`config.mk`:
```
export PLATFORM = sky130hd
export DESIGN_NAME = reg_wb_arbiter
export DESIGN_NICKNAME = d
export VERILOG_FILES = /design/src/rtl/cpu_pkg.sv /design/src/rtl/wb_fifo.sv /design/src/rtl/reg_wb_arbiter.sv
export SDC_FILE = /design/constraint.sdc
export NUM_CORES = 1
export LEC_CHECK = 0
export CAP_MARGIN = 20
export CORE_MARGIN = 2
export CORE_UTILIZATION = 38
export DETAILED_ROUTE_END_ITERATION = 7
export DONT_BUFFER_PORTS = 1
export GPL_ROUTABILITY_DRIVEN = 0
export SLEW_MARGIN = 20
export SYNTH_ARGS = -nofsm -noshare
export SYNTH_HDL_FRONTEND = slang
export SYNTH_SLANG_ARGS = --single-unit
```
`constraint.sdc`:
```
create_clock -name clk_i -period 2.6 [get_ports clk_i]
set_input_delay 0.26 -clock clk_i [delete_from_list [all_inputs] [get_ports clk_i]]
set_output_delay 0.26 -clock clk_i [all_outputs]
set_load 0.005 [all_outputs]
```
`src/rtl/cpu_pkg.sv`:
```
// Shared CPU register-file types: address/data widths and the write-request record.
// No logic of its own; the helper builds a one-hot register mask.
// Imported by the write-side arbiter and its FIFO.
package cpu_pkg;

  localparam int REG_ADDR_W = 5;
  localparam int REG_DATA_W = 32;
  localparam int NUM_REGS   = 32;

  // One register-file write: enable, destination, value
  typedef struct packed {
    logic                  we;
    logic [REG_ADDR_W-1:0] addr;
    logic [REG_DATA_W-1:0] data;
  } wb_req_t;

  // One-hot mask selecting register 'a' in a NUM_REGS-wide vector
  function automatic logic [NUM_REGS-1:0] reg_onehot(input logic [REG_ADDR_W-1:0] a);
    logic [NUM_REGS-1:0] m;
    m    = '0;
    m[a] = 1'b1;
    return m;
  endfunction

endpackage

```
`src/rtl/wb_fifo.sv`:
```
// Small synchronous FIFO holding long-latency write results until the write port is free.
// Latency: an entry pushed at edge N is visible at the head (and poppable) from edge N+1.
// Backpressure: full_o blocks pushes; a push while full or a pop while empty is ignored.
module wb_fifo
  import cpu_pkg::*;
#(
  parameter int DEPTH = 2,
  parameter int W     = REG_ADDR_W + REG_DATA_W
) (
  input  logic         clk_i,
  input  logic         rst_i,
  input  logic         push_i,
  input  logic [W-1:0] push_dat_i,
  input  logic         pop_i,
  output logic [W-1:0] head_dat_o,
  output logic         full_o,
  output logic         empty_o
);

  localparam int AW = $clog2(DEPTH);

  // Pointers carry one extra wrap bit so full and empty are distinguishable
  logic [AW:0]  wr_ptr_q, wr_ptr_d;
  logic [AW:0]  rd_ptr_q, rd_ptr_d;
  logic [W-1:0] mem_q [DEPTH];
  logic         push_ok;
  logic         pop_ok;

  assign empty_o    = (wr_ptr_q == rd_ptr_q);
  assign full_o     = (wr_ptr_q[AW] != rd_ptr_q[AW]) &&
                      (wr_ptr_q[AW-1:0] == rd_ptr_q[AW-1:0]);
  assign push_ok    = push_i & ~full_o;
  assign pop_ok     = pop_i & ~empty_o;
  assign head_dat_o = mem_q[rd_ptr_q[AW-1:0]];

  // Advance pointers; natural wrap gives modulo-DEPTH addressing
  always_comb begin
    wr_ptr_d = wr_ptr_q + (AW+1)'(push_ok);
    rd_ptr_d = rd_ptr_q + (AW+1)'(pop_ok);
  end

  // Pointer state; reset empties the queue and abandons stored contents
  always_ff @(posedge clk_i or negedge rst_i) begin
    if (!rst_i) begin
      wr_ptr_q <= '0;
      rd_ptr_q <= '0;
    end else begin
      wr_ptr_q <= wr_ptr_d;
      rd_ptr_q <= rd_ptr_d;
    end
  end

  // Storage is not reset: entries are only read once written
  always_ff @(posedge clk_i) begin
    if (push_ok) mem_q[wr_ptr_q[AW-1:0]] <= push_dat_i;
  end

endmodule

```
`src/rtl/reg_wb_arbiter.sv`:
```
// Merges the WB stage and the long-latency unit onto the register file's single write port,
//   and tracks registers still awaiting a long-latency result. Latency: 1 edge pipe->port,
//   2 edges LU accept->port. Backpressure: lu_ready_o=!full; wb_hold_o asks WB to idle a cycle.
module reg_wb_arbiter
  import cpu_pkg::*;
#(
  parameter int FIFO_DEPTH = 2,
  parameter int STARVE_MAX = 4
) (
  input  logic                  clk_i,
  input  logic                  rst_i,
  input  logic                  pipe_we_i,
  input  logic [REG_ADDR_W-1:0] pipe_addr_i,
  input  logic [REG_DATA_W-1:0] pipe_data_i,
  input  logic                  lu_valid_i,
  input  logic [REG_ADDR_W-1:0] lu_addr_i,
  input  logic [REG_DATA_W-1:0] lu_data_i,
  output logic                  lu_ready_o,
  input  logic                  rsv_i,
  input  logic [REG_ADDR_W-1:0] rsv_addr_i,
  input  logic [REG_ADDR_W-1:0] chk_rs_addr_i,
  input  logic [REG_ADDR_W-1:0] chk_rt_addr_i,
  output logic                  busy_o,
  output logic                  wb_hold_o,
  output logic                  waw_err_o,
  output logic                  RegWrite_o,
  output logic [REG_ADDR_W-1:0] RDaddr_o,
  output logic [REG_DATA_W-1:0] RDdata_o
);

  localparam int ENT_W = REG_ADDR_W + REG_DATA_W;
  localparam int CNT_W = $clog2(STARVE_MAX + 1) + 1;

  wb_req_t               out_q, out_d;
  logic [NUM_REGS-1:0]   busy_q, busy_d;
  logic [CNT_W-1:0]      starve_q, starve_d;
  logic                  hold_q, hold_d;
  logic                  waw_q, waw_d;

  logic                  pipe_slot_busy;
  logic                  fifo_full;
  logic                  fifo_empty;
  logic                  fifo_pop;
  logic                  lu_push;
  logic [ENT_W-1:0]      fifo_head;
  logic [REG_ADDR_W-1:0] head_addr;
  logic [REG_DATA_W-1:0] head_data;

  assign pipe_slot_busy = pipe_we_i & (pipe_addr_i != '0);
  assign lu_ready_o     = ~fifo_full;
  assign lu_push        = lu_valid_i & ~fifo_full;
  // The FIFO drains whenever WB leaves the port free, including r0 entries that are dropped
  assign fifo_pop       = ~pipe_slot_busy & ~fifo_empty;
  assign head_addr      = fifo_head[ENT_W-1 -: REG_ADDR_W];
  assign head_data      = fifo_head[REG_DATA_W-1:0];

  wb_fifo #(
    .DEPTH (FIFO_DEPTH),
    .W     (ENT_W)
  ) u_fifo (
    .clk_i      (clk_i),
    .rst_i      (rst_i),
    .push_i     (lu_push),
    .push_dat_i ({lu_addr_i, lu_data_i}),
    .pop_i      (fifo_pop),
    .head_dat_o (fifo_head),
    .full_o     (fifo_full),
    .empty_o    (fifo_empty)
  );

  // Port arbitration: WB first, then FIFO head; otherwise drop enable and hold addr/data
  always_comb begin
    out_d    = out_q;
    out_d.we = 1'b0;
    if (pipe_slot_busy) begin
      out_d.we   = 1'b1;
      out_d.addr = pipe_addr_i;
      out_d.data = pipe_data_i;
    end else if (fifo_pop && (head_addr != '0)) begin
      out_d.we   = 1'b1;
      out_d.addr = head_addr;
      out_d.data = head_data;
    end
  end

  // Pending-write scoreboard: a pop clears its register, a reservation at the same edge wins
  always_comb begin
    busy_d = busy_q;
    if (fifo_pop && (head_addr != '0)) busy_d = busy_d & ~reg_onehot(head_addr);
    if (rsv_i && (rsv_addr_i != '0))   busy_d = busy_d | reg_onehot(rsv_addr_i);
    waw_d = waw_q | (pipe_slot_busy & busy_q[pipe_addr_i]);
  end

  // Starvation: count cycles the head is blocked by WB; request one idle WB cycle at the limit
  always_comb begin
    starve_d = starve_q;
    if (fifo_pop) begin
      starve_d = '0;
    end else if (!fifo_empty && pipe_slot_busy && (starve_q != '1)) begin
      starve_d = starve_q + 1'b1;
    end
    hold_d = (starve_d == CNT_W'(STARVE_MAX)) && (starve_q != CNT_W'(STARVE_MAX));
  end

  // All arbiter state; async active-low reset
  always_ff @(posedge clk_i or negedge rst_i) begin
    if (!rst_i) begin
      out_q    <= '0;
      busy_q   <= '0;
      starve_q <= '0;
      hold_q   <= 1'b0;
      waw_q    <= 1'b0;
    end else begin
      out_q    <= out_d;
      busy_q   <= busy_d;
      starve_q <= starve_d;
      hold_q   <= hold_d;
      waw_q    <= waw_d;
    end
  end

  assign busy_o     = ((chk_rs_addr_i != '0) & busy_q[chk_rs_addr_i]) |
                      ((chk_rt_addr_i != '0) & busy_q[chk_rt_addr_i]);
  assign wb_hold_o  = hold_q;
  assign waw_err_o  = waw_q;
  assign RegWrite_o = out_q.we;
  assign RDaddr_o   = out_q.addr;
  assign RDdata_o   = out_q.data;

endmodule

```
After elaboration in Yosys (flattened, before gate mapping) --
Memories as Yosys holds them, arrays and structs flattened. Index checks and enable logic that the tools add are counted. Widths: inputs -> output; s select.
Cells by class: equality and inequality tests 6, $lt $le $gt $ge 7, $add $sub $neg 3, bitwise logic cells 16, reductions and logical operators 15, muxes and demuxes 18
Operators with widths (number):
- $mux 38 | 2
- $mux 32 | 2
- $and 32x32->32 | 1
- $not 32->32 | 1
- $or 32x32->32 | 1
- $lt 5x6->1 const B | 5
- $reduce_bool 5->1 | 5
- $bmux 1 s5 | 3
- $demux 1 s5 | 2
- $ge 5x1->1 const B | 2
- $and 1x1->1 | 8
- $logic_and 1x1->1 | 8
- $mux 4 | 2
- $mux 1 | 7
- $add 2x1->2 | 2
- $add 4x1->4 const B | 1
- $eq 4x3->1 const B | 1
- $ne 4x3->1 const B | 1
- $ne 4x4->1 const B | 1
- $not 1->1 | 3
- $eq 2x2->1 | 1
- $or 1x1->1 | 2
- $reduce_bool 2->1 | 1
- $eq 1x1->1 | 1
- other kinds (2) | 2
Word-level totals: memory bits (writable) 74, register bits after elaboration 80, input bits 94, word-level logic and storage cells 75, output and inout bits 42, memories kept 1
Memory list:
- u_fifo.mem_q | depth 2, bits a word 37, rd ports 1, clocked after memory_dff 0, wr ports 1, line wb_fifo.sv:25 | logic [W-1:0] mem_q [DEPTH];

Logic depth before layout (Yosys ltp) --
Gate-level depths: netlist of run 1. An unclocked memory read counts as a cell.
depth in word-level cells 10, gate-level depth with buffers 8, gate-level depth less buffers 6

Modules after synthesis --
From an unflattened synthesis of run 1, not the netlist that was laid out.
Second synthesis, totals: cell total of the unflattened synthesis 534, area total of the unflattened synthesis 7080.5 µm²
By module, submodules not included:
- reg_wb_arbiter | sequential area each 1901.8 µm², instances 1, area each 4149.0 µm², cells each 400
- wb_fifo | sequential area each 2322.2 µm², instances 1, area each 2931.6 µm², cells each 134

Worst setup path after synthesis of run 1 --
No wires, ideal clock.
kind register to register, from reg u_fifo.rd_ptr_q[0], to mem u_fifo.mem_q[1][0] (netlist name), enable pin, slack 0.307 ns, required time 2.201 ns, arrival time 1.894 ns, library setup time 0.399 ns, cell stages (with the launch flop) 6, period minus slack after synthesis 2.293 ns, path buffers 1, path through dfrtp_1 -> buf_2 -> xnor2_1 -> nand2b_1 -> and2_1 -> ha_1
On the way: longest elaborated chain between the ends 7
Ends and longest elaborated chain:
- start: declaration | line wb_fifo.sv:24 | logic [AW:0] rd_ptr_q, rd_ptr_d;
- start signal: assignment | line wb_fifo.sv:49 | rd_ptr_q <= rd_ptr_d;
- $eq 1x1->1 * | line wb_fifo.sv:31 | (wr_ptr_q[AW-1:0] == rd_ptr_q[AW-1:0]);
- $logic_and 1x1->1 * | line wb_fifo.sv:30 | assign full_o = (wr_ptr_q[AW] != rd_ptr_q[AW]) &&
- $not 1->1 *
- named net lu_ready_o | line reg_wb_arbiter.sv:18 | output logic lu_ready_o,
- $and 1x1->1 | line reg_wb_arbiter.sv:51 | assign lu_push = lu_valid_i & ~fifo_full;
- $and 1x1->1 * | line wb_fifo.sv:32 | assign push_ok = push_i & ~full_o;
- $mux 1 * | line wb_fifo.sv:55 | if (push_ok) mem_q[wr_ptr_q[AW-1:0]] <= push_dat_i;
- $mux 1 (not written as such) * | line wb_fifo.sv:55
- end: declaration | line wb_fifo.sv:25
The timed path passes the listed nets; every way through them passes the cells marked *.

Worst setup path in the final report of run 1 --
from reg u_fifo.rd_ptr_q[0], to reg out_q, in the netlist RDaddr_o[4]
On the way: longest elaborated chain between the ends 5, elaborated cells on any way between the ends 9, classes of those cells 1 x eq/ne; 2 x mux; 2 x bitwise; 3 x reduce/logical; 1 x memory
Ends and longest elaborated chain:
- branches (longest 5 deep; another with $mem_v2 2x37)
- end signal: assignment | line reg_wb_arbiter.sv:114 | out_q <= out_d;
- end: declaration | line reg_wb_arbiter.sv:34 | wb_req_t out_q, out_d;
Several ways; the timed one is not identified. The select of a mux whose other input is x is not followed. A chain may end at the register's enable or synchronous reset.

==> summary.txt, run 1 <==
Outcome
  • Status: finished, final reports clean

Power
  • Final Power: 0.00952 W
  • Maximum VDD drop: 0.640 mV
  • Comb pwr share: 31.0%
  • PwrDens: 1120 nW/um^2
  • Net Sw Power: 0.00334 W
  • Leakage: 3.29 nW
  • Sw Ratio: 35.1%
  • Seq pwr share: 45.3%
  • Internal: 0.00617 W
  • Clock power frac: 23.7%

Routing
  • Routed length per instance: 20.3 um
  • ANT nets after route: 0
  • DRC viols: 0
  • Initial DRC Count: 348
  • Vias per cell: 5.65
  • Initial DRT Pass Iterations: 5
  • Detailed Route WL: 17100 um
  • Via Count: 4759

GRT
  • Total gr overflow: 0
  • GR Util All Layers: 18.1%
  • Initial antenna violation count: 2
  • Pin count of the biggest net entering global routing: 81
  • Vias in the first global route: 4993
  • First-pass GRT wire length: 27200 um

Logic synthesis
  • Library cells used by synthesis: 44
  • Register bit total from synthesis: 154
  • Share of the synthesized area in the top cell type: 32.3%
  • EDFF count, synth: 74
  • Most instantiated library cell after synthesis: dfrtp_1
  • Synth Area in XOR/XNOR: 0.636%
  • Mapped Avg Cell Area: 13.3 sq um
  • Area share of fa/ha/maj cells after synthesis: 0.908%
  • Yosys warnings: 0
  • Main flop type after synthesis: dfrtp_1
  • Asr flop ratio synth: 51.9%
  • Area leader, netlist: edfxtp_1
  • Syn Inst Count: 517
  • Syn Std Cell Area: 6890 sq um
  • Largest family of logic cells by synthesized area: multiplexers
  • Post-Synth Simple-Gate Area: 8.43%
  • Synth Net Count: 616
  • Sequential-to-total area share from yosys stat: 61.3%
  • Compound-Gate Fraction of Synth Area: 12.2%
  • Top post-synthesis cells by area: edfxtp_1, dfrtp_1, mux2i_1
  • Top post-synthesis cells by count: dfrtp_1, edfxtp_1, o21ai_0, mux2i_1, nor2_1
  • Mux contribution to synthesized area: 13.9%

Worst setup path
  • Crit path largest cell delay: 0.56 ns
  • Crit-path max FO: 11
  • Setup crit end kind: flip-flop
  • Worst EP required: 2.90 ns
  • Worst Setup SP: u_fifo.rd_ptr_q[0]
  • Crit start category: flip-flop
  • Critical-path cell list: mux2i_1, and3_1, a211o_1, and2_1, a221o_1, dlygate4sd3_1
  • Critical path arrival: 2.77 ns
  • Slowest-stage cell, CP: dlygate4sd3_1
  • WS Path Type: reg -> reg
  • Reg-to-reg startpoint: u_fifo.rd_ptr_q[0]

Placement
  • Pre-CTS setup slack: 0.387 ns
  • DP HPWL: 11700 um
  • Port Buffers: 0
  • Post-DP Area: 7170 sq um

Floorplanning
  • Core region area: 17900 sq um
  • Starting Density: 38.5%
  • IO Count: 136
  • Chip height: 139 um
  • Row cnt: 49
  • Die X: 139 um
  • Die area: 19200 sq um

Min path
  • Hold Path Class: in -> reg
  • Hold Startpoint: rsv_addr_i[3]

STA
  • Unrepaired setup endpoints after global routing: false
  • Setup TNS: 0 ns
  • Hold Fails Final Rpt: 0
  • Final-report setup violation count: 0
  • Final worst path period need: 2.47 ns
  • Post-route worst setup slack: 0.130 ns
  • Clk_skew: 0.00868 ns
  • Worst slew pin tran: 0.534 ns
  • Max-slew violations: 0
  • Max Freq: 0.405 GHz
  • Fin crit share: 95.0%
  • Slew margin rel.: 64.4%

Clock network
  • Max Root-Sink Buffers: 2
  • Root Buffer: clkbuf_16
  • Number of gates resized after CTS: 0
  • Total CTS buffers: 17
  • CTS clock-pin slew for the worst setup and hold paths: 0.06 ns
  • H-tree Lvls: 4
  • CTS tree: yes
  • Worst skew pair latency: 0.43 ns
  • Num Clock Sinks: 154

Layout
  • Fraction of layout cells with a size suffix above 1: 11.6%
  • Final Core Density: 47.6%
  • Nets: 698
  • P&R area growth vs syn: 23.7%
  • Final Instance Area: 8520 sq um

Run
  • Max-Cap Viols: 0
==> worst max-delay path, delay by kind of cell (launching register included) <==
family / cells / cell delay [ns]
AOI/OAI and AO/OA: 2 / 0.66
buffers and inverters: 1 / 0.56
DFF: 1 / 0.50
muxes: 1 / 0.20
and+or+nand+nor: 2 / 0.42
==> final timing paths <==
kind | end | slack [ns] | cells after the start
max | RDaddr_o[4] | 0.13 | 6
min reg2reg | busy_q[0] | 0.39 | 0
max reg2reg | RDaddr_o[4] | 0.13 | 6
min in group asynchronous | RDdata_o[10] | 0.39 | 2
min | busy_q[10] | 0.05 | 2
max in group asynchronous | RDdata_o[23] | 1.84 | 2
==> power groups by stage <==
stage / registers [W] / clock network [W] / logic [W]
after global placement: 0.00431 / 0 / 0.00273
after CTS: 0.00431 / 0.00230 / 0.00297
final: 0.00431 / 0.00226 / 0.00295
after floorplan: 0.00406 / 0 / 0.00216
after detailed placement: 0.00434 / 0 / 0.00281
after global routing: 0.00443 / 0.00240 / 0.00325
==> layer usage <==
| layer | wire length, um | track usage, % | up-vias |
|---|---|---|---|
| met2 | 8440 | 29.8 | 204 |
| met4 | 372 | 7.18 | 0 |
| met5 | 0 | 0 | - |
| met3 | 1300 | 5.87 | 34 |
| met1 | 7010 | 22.3 | 2343 |
| li1 | - | - | 2178 |
==> per-stage QoR <==
step	instances	hold WS, ns
after floorplan	517	-0.0356
after global placement	730	-0.0340
after detailed placement	730	-0.0341
after CTS	840	0.0275
after global routing	842	0.0594
final	842	0.0526
==> final cells by class <==
class,instances,area [sq um]
fill,1579,9380
sequential,154,4230
multi-input combinational,325,2490
timing repair buffer,92,943
clock buffer,17,425
tap,229,287
clock inverter,14,110
inverter,9,33.8
antenna,2,5.00
==> repair_timing <==
action                                 4_1_cts  5_1_grt
buffers inserted                             0        0
endpoints found under the hold margin      191        0
hold buffers                                79        0
==> cells by family after synthesis <==
logic type | count (synthesis)
AOI/OAI and AO/OA | 123
and+or+nand+nor | 117
buffers and inverters | 38
xor gates and xnor gates | 5
muxes | 75
adders and majority gates | 5
DFF | 154
==> registers in the layout (all words and copies together), names as in the netlist <==
register,count
RegWrite_o,1
waw_err_o,1
busy_q,32
wb_hold_o,1
starve_q,4
u_fifo.wr_ptr_q,2
RDdata_o,32
u_fifo.mem_q,74
u_fifo.rd_ptr_q,2
RDaddr_o,5
==> cell usage in the layout, fill, tap and decap left out, drive strengths merged, types with 4 or more instances in the layout <==
cell and n:
dfrtp 80, dlygate4sd3 78, edfxtp 74, o21ai 65
mux2i 54, nor2 49, a221o 34, clkbuf 17
nand2 16, mux4 16, inv 16, nand3 15
buf 14, nand3b 9, a21oi 6, and3 5
mux2 5, ha 5, nand4 4, clkinv 4
Power figures use the tool's default switching activity.
==> run 2: changes to the inputs <==
--- a/config.mk
+++ b/config.mk
@@ -7,7 +7,7 @@
 export LEC_CHECK = 0
 export CAP_MARGIN = 20
 export CORE_MARGIN = 2
-export CORE_UTILIZATION = 38
+export CORE_UTILIZATION = 48
 export DETAILED_ROUTE_END_ITERATION = 7
 export DONT_BUFFER_PORTS = 1
 export GPL_ROUTABILITY_DRIVEN = 0
==> run 2 against run 1 <==
- register-to-register slack improved by 0.16 ns
- utilization increased by 13 points
- final cell count decreased by 5.9%
- die area decreased by 20%
- power decreased by 0.17%
- flip-flop and latch count unchanged
- via count increased by 0.82%
- largest cell class unchanged
==> summary.txt, run 2 (synthesis results as in run 1) <==
Layout
  • Fraction of layout cells with a size suffix above 1: 11.8%
  • ANT cells: 0
  • Cell Count, Final, Fillers Out: 792
  • Max reg flops: 74
  • Fillers: 1120
  • Nets: 698
  • Final Instance Area: 8470 sq um
  • P&R area growth vs syn: 23.0%
  • Commonest non-fill, non-tap cell in the layout: dfrtp_1
  • Most frequent cells in the layout: dfrtp_1, dlygate4sd3_1, edfxtp_1, o21ai_0, mux2i_1

Worst setup path
  • R2r worst-path depth: 4
  • Critical-path cell list: mux2_2, or4_1, o21ai_0, o21ai_0
  • Crit start category: flip-flop
  • WS Path Type: reg -> reg
  • Critical Path Sink: busy_q[14]
  • Flop2flop setup slack: 0.29 ns
  • Reg-to-reg startpoint: u_fifo.rd_ptr_q[0]
  • Setup crit end kind: flip-flop
  • Crit-path max FO: 17
  • Reg-to-Reg End: busy_q[14]
  • WP buf/inv: 0
  • Critical path arrival: 2.57 ns
  • Critical path depth in cells: 4
  • Worst Setup SP: u_fifo.rd_ptr_q[0]
  • Delay-heaviest family, CP: simple AND/OR/NAND/NOR gates
  • Crit-path most repeated cell: o21ai_0
  • Worst EP required: 2.86 ns
  • Crit path largest cell delay: 0.67 ns
  • Slowest-stage cell, CP: or4_1

STA
  • Worst slew pin tran: 0.428 ns
  • Unrepaired setup endpoints after global routing: false
  • Clk_skew: 0.0121 ns
  • Slew margin rel.: 71.4%
  • Setup TNS: 0 ns
  • Final-report setup violation count: 0
  • Max Freq: 0.433 GHz
  • Post-route worst setup slack: 0.290 ns
  • Final worst path period need: 2.31 ns
  • Max-slew violations: 0
  • Fin crit share: 88.9%
  • Hold Fails Final Rpt: 0

Power
  • Leakage: 3.29 nW
  • Sw Ratio: 34.3%
  • PwrDens: 1120 nW/um^2
  • Internal: 0.00624 W
  • Net Sw Power: 0.00326 W
  • Seq pwr share: 45.7%
  • Comb pwr share: 30.3%
  • Final Power: 0.00950 W
  • Clock power frac: 24.0%
  • Maximum VDD drop: 0.542 mV

GRT
  • Total gr overflow: 0
  • Pin count of the biggest net entering global routing: 81
  • First-pass GRT wire length: 25600 um
  • Initial antenna violation count: 0
  • Vias in the first global route: 4837
  • GR Util All Layers: 22.6%

Clock network
  • CTS tree: yes
  • Total CTS buffers: 17
  • CTS clock-pin slew for the worst setup and hold paths: 0.06 ns
  • Worst skew pair latency: 0.42 ns
  • Num Clock Sinks: 154
  • H-tree Lvls: 4
  • Max Root-Sink Buffers: 2
  • Root Buffer: clkbuf_16

Floorplanning
  • Core region area: 13900 sq um
  • Die X: 124 um
  • Starting Density: 49.4%
  • Die area: 15300 sq um
  • IO Count: 136
  • Chip height: 124 um
  • Row cnt: 43

Routing
  • ANT nets after route: 0
  • Initial DRC Count: 380
  • DRC viols: 0
  • Vias per cell: 6.06
  • Via Count: 4798
  • Routed length per instance: 20.6 um
  • Detailed Route WL: 16300 um
  • Initial DRT Pass Iterations: 4

Placement
  • DP HPWL: 10900 um
  • Post-DP Area: 7120 sq um
  • Port Buffers: 0
  • Placed Instances: 682
  • Pre-CTS setup slack: 0.363 ns

Run
  • Max-Cap Viols: 0

Min path
  • Hold Path Class: in -> reg

Outcome
  • Status: finished, final reports clean
-- run 2: cell type report --
cell class / instances / area (sq um) / area share, %
sequential: 154 / 4230 / 49.9
multi-input combinational: 325 / 2490 / 29.4
timing repair buffer: 92 / 941 / 11.1
clock buffer: 17 / 425 / 5.02
tap: 180 / 225 / 2.66
clock inverter: 15 / 128 / 1.51
inverter: 9 / 33.8 / 0.399
-- run 2: repair_timing --
item                                    4_1_cts  5_1_grt
endpoints found under the hold margin       190        1
gates resized for setup                       0        0
hold buffers                                 77        1
endpoints found under the setup margin        0        0
setup buffers                                 0        0
-- run 2: stage by stage --
step / util, % / hold slack (ns)
4_1_cts: 60.7 / 0.00228
6_report: 60.8 / 0.0604
2_1_floorplan: - / -0.0356
5_1_grt: 60.8 / 0.0663
3_3_place_gp: 51.1 / -0.0331
3_5_place_dp: 51.1 / -0.0327
-- run 2: how the worst min path moves through the flow --
| stage | cells after the start | endpoint | slack [ns] | from |
|---|---|---|---|---|
| after global routing | 2 | busy_q[11] | 0.07 | rsv_addr_i[3] |
| after detailed placement | 0 | wb_hold_o | -0.03 | rst_i |
| after floorplan | 0 | RDaddr_o[0] | -0.04 | rst_i |
| after global placement | 0 | wb_hold_o | -0.03 | rst_i |
| final | 2 | busy_q[8] | 0.06 | rsv_addr_i[3] |
| after CTS | 1 | RDdata_o[12] | 0.002 | pipe_data_i[12] |
-- run 2: power by group through the flow --
| stage | clock [W] | sequential, W | combinational (W) |
|---|---|---|---|
| 2_1_floorplan | 0 | 0.00406 | 0.00216 |
| 3_3_place_gp | 0 | 0.00433 | 0.00270 |
| 3_5_place_dp | 0 | 0.00435 | 0.00277 |
| 4_1_cts | 0.00231 | 0.00432 | 0.00291 |
| 5_1_grt | 0.00243 | 0.00445 | 0.00319 |
| 6_report | 0.00228 | 0.00434 | 0.00288 |
-- run 2: per-layer routing --
| metal | share of wire (%) | vias to the layer above | global-route usage (%) | wire length, um |
|---|---|---|---|---|
| met3 | 6.4 | 22 | 6.23 | 1050 |
| met5 | 0 | - | 0 | 0 |
| li1 | - | 2173 | - | - |
| met4 | 1.7 | 0 | 8.81 | 278 |
| met1 | 42 | 2395 | 29.6 | 6940 |
| met2 | 49 | 208 | 36.0 | 8060 |
